File: src/rtl/window_3x3_gen.sv
// Streaming 3x3 sliding-window generator: two line buffers plus a 3x3 shift window,
// qualified so that only neighbourhoods fully inside the image are flagged valid.
module window_3x3_gen #(
    parameter int WIDTH = 9,
    parameter int IMG_W = 28,
    parameter int IMG_H = 28
) (
    input  logic             clk,
    input  logic             rst_n,
    input  logic             in_valid,
    input  logic [WIDTH-1:0] in_pixel,
    output logic             out_valid,
    output logic [WIDTH-1:0] w00,
    output logic [WIDTH-1:0] w01,
    output logic [WIDTH-1:0] w02,
    output logic [WIDTH-1:0] w10,
    output logic [WIDTH-1:0] w11,
    output logic [WIDTH-1:0] w12,
    output logic [WIDTH-1:0] w20,
    output logic [WIDTH-1:0] w21,
    output logic [WIDTH-1:0] w22,
    output logic             frame_done
);

    localparam int CW = $clog2(IMG_W);
    localparam int RW = $clog2(IMG_H);

    logic [CW-1:0]    col;
    logic [RW-1:0]    row;
    logic             col_last;
    logic             row_last;
    logic             win_inside;
    logic [WIDTH-1:0] lb0 [IMG_W];
    logic [WIDTH-1:0] lb1 [IMG_W];
    logic [WIDTH-1:0] lb0_rd;
    logic [WIDTH-1:0] lb1_rd;

    assign col_last   = (col == CW'(IMG_W - 1));
    assign row_last   = (row == RW'(IMG_H - 1));
    assign win_inside = (row >= RW'(2)) && (col >= CW'(2));
    assign lb0_rd     = lb0[col];
    assign lb1_rd     = lb1[col];

    always_ff @(posedge clk or negedge rst_n) begin
        if (!rst_n) begin
            col <= '0;
            row <= '0;
        end else if (in_valid) begin
            if (col_last) begin
                col <= '0;
                row <= row_last ? '0 : row + RW'(1);
            end else begin
                col <= col + CW'(1);
            end
        end
    end

    // Line buffers are not reset; out_valid gating keeps stale contents hidden.
    always_ff @(posedge clk) begin
        if (in_valid) begin
            lb0[col] <= lb1_rd;
            lb1[col] <= in_pixel;
        end
    end

    always_ff @(posedge clk or negedge rst_n) begin
        if (!rst_n) begin
            w00 <= '0; w01 <= '0; w02 <= '0;
            w10 <= '0; w11 <= '0; w12 <= '0;
            w20 <= '0; w21 <= '0; w22 <= '0;
        end else if (in_valid) begin
            w00 <= w01; w01 <= w02; w02 <= lb0_rd;
            w10 <= w11; w11 <= w12; w12 <= lb1_rd;
            w20 <= w21; w21 <= w22; w22 <= in_pixel;
        end
    end

    always_ff @(posedge clk or negedge rst_n) begin
        if (!rst_n) begin
            out_valid  <= 1'b0;
            frame_done <= 1'b0;
        end else begin
            out_valid  <= in_valid && win_inside;
            frame_done <= in_valid && row_last && col_last;
        end
    end

endmodule

File: config.mk
export PLATFORM = sky130hd
export DESIGN_NAME = window_3x3_gen
export DESIGN_NICKNAME = d
export VERILOG_FILES = /design/src/rtl/window_3x3_gen.sv
export SDC_FILE = /design/constraint.sdc
export NUM_CORES = 1
export LEC_CHECK = 0
export ABC_AREA = 1
export CAP_MARGIN = 20
export CORE_ASPECT_RATIO = 0.8
export CORE_UTILIZATION = 29
export DETAILED_ROUTE_END_ITERATION = 7
export PLACE_DENSITY = 0.56
export SLEW_MARGIN = 20
export SYNTH_ARGS = -nofsm -noshare
export SYNTH_HDL_FRONTEND = slang
export SYNTH_SLANG_ARGS = --single-unit
File: constraint.sdc
create_clock -name clk -period 5.5 [get_ports clk]
set_input_delay 0.825 -clock clk [delete_from_list [all_inputs] [get_ports clk]]
set_output_delay 0.825 -clock clk [all_outputs]
set_load 0.005 [all_outputs]
* Word-level counts from Yosys, hierarchy flattened
Memories as Yosys holds them, arrays and structs flattened. A register that Yosys moved wholly into a read port is not among the register bits. Index checks and enable logic that the tools add are counted.
Word-level totals: bits in registers 84, bits in latches 0, RAM bits 504, ROM bits 0, input port bits 12, output and inout bits 83, logic and storage cells 30, memories kept 2
Memory list:
- lb0 | words 28, width 9, read ports 1, clocked after Yosys merged registers in 1, wr ports 1, RTL line 33 | logic [WIDTH-1:0] lb0 [IMG_W];
- lb1 | words 28, width 9, read ports 1, clocked after Yosys merged registers in 0, wr ports 1, RTL line 34 | logic [WIDTH-1:0] lb1 [IMG_W];
Cells by class: add/subtract/negate cells 2, multipliers 0, divide/modulo/power cells 0, order comparisons 2, equality and inequality tests 2, shift-type cells 0, multiplexer cells 4, bitwise operators 0, reduce and logical (&&, ||, !) cells 6
Operators with widths (count):
- adder 5 x 1 -> 5 bit (second input constant) | 2
- equality test 5 bit (second input constant) | 2
- >= comparator 5 x 2 -> 1 bit (second input constant) | 2
- two-way mux 5 bit | 2
- logical AND 1 bit | 4
- two-way mux 1 bit | 2
- AND reduction 2 bit | 1
- zero test 1 bit | 1

* Longest topological paths before layout
depth in word-level cells 3, mapped depth 14, mapped depth without buffers 11

* Worst setup path before layout
No wires, ideal clock.
path type input to register, from in in_valid, to mem lb0[5][0] (enable), library setup time 0.393 ns, arrival time 2.302 ns, data required time 5.107 ns, setup slack 2.805 ns, stages 4, buffers on the path 2, path through clkbuf_1 -> clkbuf_1 -> nand2_1 -> nor2_1
On the way: cells in the longest elaborated chain, start to end 2
RTL lines:
- start, declared | RTL line 10 | input logic in_valid,
- two-way mux 1 bit | RTL line 60 | if (in_valid) begin
- two-way mux 1 bit (not written as such) | RTL line 61 | lb0[col] <= lb1_rd;
- end, declared | RTL line 33
Every way passes these cells.

* Final worst setup path
from reg col[0], to mem lb0[21][2], data pin
On the way: cells in the longest elaborated chain, start to end 1
RTL lines:
- start, declared | RTL line 28 | logic [CW-1:0] col;
- start signal, assigned | RTL line 53 | col <= col + CW'(1);
- memory (28 x 9 bit)
- net lb1_rd[2] | RTL line 36 | logic [WIDTH-1:0] lb1_rd;
The timed path passes the listed nets, and every way through them passes these cells.

==> summary.md <==
| Metric | Value |
|---|---|
| Die Y | about 270 um |
| Core Area | 85900 um^2 |
| Share of layout cells above drive strength 1 | a little under 8% |
| Worst Path Arrival | between 3 and 4 ns |
| Max Transition Viols Final | 0 |
| WL per Instance | 18.1 um |
| Setup_tns | 0 ns |
| Cell depth of the worst flop-to-flop path | 9 |
| Placed insts | 3582 |
| Maximum VDD drop | between 0.2 and 0.3 mV |
| Nets | 2533 |
| Synth warn | 0 |
| Post-Syn Area | ~25000 um^2 |
| #FFs+latches synth | around 600 |
| Maximum clock path buffer count | 3 |
| Post-Synthesis Cells | between 2000 and 2500 |
| Seq/Total Area, Yosys | between 60% and 70% |
| Root Driver | clkbuf_16 |
| Clock transition at path regs | 0.07 ns |
| Chip Width | between 300 and 400 um |
| LEAKAGE | between 0.01 and 0.015 uW |
| Crit path to | lb0[21][2] |
| Vias in the first global route | ~16000 |
| Top FF cell, synth | edfxtp_1 |
| Post-DP HPWL | approximately 40 mm |
| Crit path launch | col[0] |
| Post-synthesis cell type count | 32 |
| Worst skew pair latency | between 0.6 and 0.7 ns |
| Hold Fails Final Rpt | 0 |
| Pwr Density | around 500 nW/um^2 |
| Synth cell count leaders | nand2_1 (993), edfxtp_1 (504), inv_1 (271) |
| Vias per inst | about 4.5 |
| Drt first pass iters | 6 |
| Critical path required time | 5.60 ns |
| Syn Nets | about 2500 |
| Outcome | finished, final reports clean |
| Worst-path maximum fanout | 148 |
| CTS Buf Count | 57 |
| Gpl congestion | between 0.8 and 0.9 |
| Post-synth EDFFs | between 500 and 600 |
| Drt initial violations | around 1500 |
| Total track usage | ~15% |
| # setup viols final | 0 |
| Synth top area share | approximately three fifths |
| Largest net degree at the start of global routing | 149 |
| Sink count of the clock tree | just under 600 |
| # port buffers | 94 |
| Setup Fix Bufs, Post-CTS | 0 |
| Reg2reg end | lb0[21][2] |
| Most frequent cell after synthesis | nand2_1 |
| Number of remaining DRC errors | 0 |
| Finished Layout Cells | between 3000 and 4000 |
| Setup slack, reg-to-reg | about 1.9 ns |
| Crit Path Class | reg2reg |
| Post-CTS Hold Buffers | 0 |
| Routed wire length | approximately 67 mm |
| Final ANT Viol Nets | 0 |
| Crit. End Element | flop |
| Setup ws final | 1.87 ns |
| Setup Skew | 0.0290 ns |
| Antenna cell count | 0 |
| # fillers | around 8600 |
| P&R area growth vs syn | 15.4% |
| Syn Area/Cell | 10.3 um^2 |
| Largest area contributor in the netlist | edfxtp_1 |
| Routed vias | ~17000 |
| Worst Hold Class | in2async |
| Crit start category | flop |
| Post-layout min period | approximately 3.6 ns |
| H-Tree Depth | 2 |
| DP Worst Slack | approximately 1.9 ns |
| # rows | 96 |
| Die Area | 88000 um^2 |
| Num ports | 95 |
| CTS resizes | 0 |
| Synth area leaders | edfxtp_1 (60%), nand2_1 (15%), dfrtp_1 (9.2%), inv_1 (4.0%), nand3_1 (2.9%) |
| F_max | around 280 MHz |
| Unrepaired setup endpoints after global routing | no |
| Initial Utilization | between 20 and 30% |
| Fraction of registers with async set/reset | 15.6% |
| Relative slew margins | between 30 and 40% |
| Grt ovf | 0 |
| Final period utilization | roughly 66% |
| Antenna violations before repair | 0 |
| First-pass GRT wire length | around 100 mm |
| R2r startpoint | col[0] |
| TritonCTS clock tree | yes |
| Max cap viols | 0 |
| Worst-margin pin slew | 1.01 ns |
## layout by cell type (no fill, tap or decap), types with 2 or more instances in the layout
cell type / n
nand2_1: 993
edfxtp_1: 504
inv_1: 270
nand3_1: 144
nor2_1: 109
o21ai_0: 99
dfrtp_1: 91
clkdlybuf4s50_1: 86
clkbuf_16: 58
buf_4: 39
nor2_2: 25
a21oi_1: 19
nor2_4: 15
clkinv_2: 14
clkbuf_1: 11
inv_2: 9
nand3_2: 8
o21ai_1: 7
buf_2: 7
ha_1: 6
or2_2: 5
clkinv_1: 5
nor3_1: 4
bufinv_16: 4
clkinvlp_4: 3
nor4_1: 2
clkbuf_8: 2
dfrtp_4: 2
buf_12: 2
## cell families (layout without fill, tap and decap cells)
logic type,count (synthesis),count (layout),synth area share (%)
AND/OR/NAND/NOR,1309,1309,20.8
buffers and inverters,395,517,7.03
flip-flops,597,597,69.3
AO/OA/AOI/OAI,128,128,2.57
adder cells (fa/ha/maj),6,6,0.298
## sequential cells by signal, indices dropped and copies added (netlist names)
register and flops:
w02 9, out_valid 1, w12 9, lb1 252, w01 9, row 5
w10 9, col 5, w00 9, w22 9, w11 9, w21 9
w20 9, frame_done 1, lb0 252
## critical path, stage by stage, from the launching register on
cell,delay [ns]
dfrtp_4,0.73
inv_8,0.68
buf_4,0.45
nand2_1,0.08
nand3_1,0.09
nand2_1,0.07
nand2_1,0.06
nand2_1,0.07
nor2_2,0.13
nand3_2,0.61
## per-stage QoR
stage / hold WS (ns) / total power [uW] / util, % / area, um^2
after global routing: 0.342 / 15100 / 33.9 / 29100
final: 0.274 / 14400 / 33.9 / 29100
after detailed placement: 0.466 / 10600 / 31.7 / 27200
after CTS: 0.317 / 14500 / 33.8 / 29000
after global placement: 0.458 / 10600 / 31.7 / 27200
after floorplan: 0.465 / 8780 / - / 25200
## how the worst min path moves through the flow
stage,from,cells after the start,endpoint
after floorplan,w00[0],2,w00[0]
after global placement,w00[1],2,w00[1]
after detailed placement,w00[1],2,w00[1]
after CTS,rst_n,1,w20[1]
after global routing,rst_n,1,w20[1]
final,rst_n,1,w20[1]
## area by class of cell
type / count / area [um^2] / area share (%)
Tap cell: 1127 / 1410 / 4.85
Inverter: 281 / 1060 / 3.66
Clock buffer: 71 / 1520 / 5.23
Sequential cell: 597 / 17500 / 60.1
Multi-Input combinational cell: 1443 / 6080 / 20.9
Clock inverter: 30 / 285 / 0.981
Timing Repair Buffer: 135 / 1240 / 4.28
## metal layers
| metal | share of wire [%] | vias up | GRT usage [%] | wire [um] |
|---|---|---|---|---|
| met1 | 48 | 7941 | 22.9 | 32100 |
| met2 | 43 | 567 | 22.4 | 28400 |
| li1 | - | 7954 | - | - |
| met5 | 0 | - | 0 | 0 |
| met4 | 1.7 | 0 | 3.23 | 1120 |
| met3 | 7.4 | 84 | 2.78 | 4940 |
## power breakdown
part           internal (uW)  switching (uW)  leakage [uW]
combinational           1110            3040       0.00550
clock                   2150            1720      0.000887
sequential              6090             265       0.00570
total                   9340            5030        0.0121
Power figures use the tool's default switching activity.
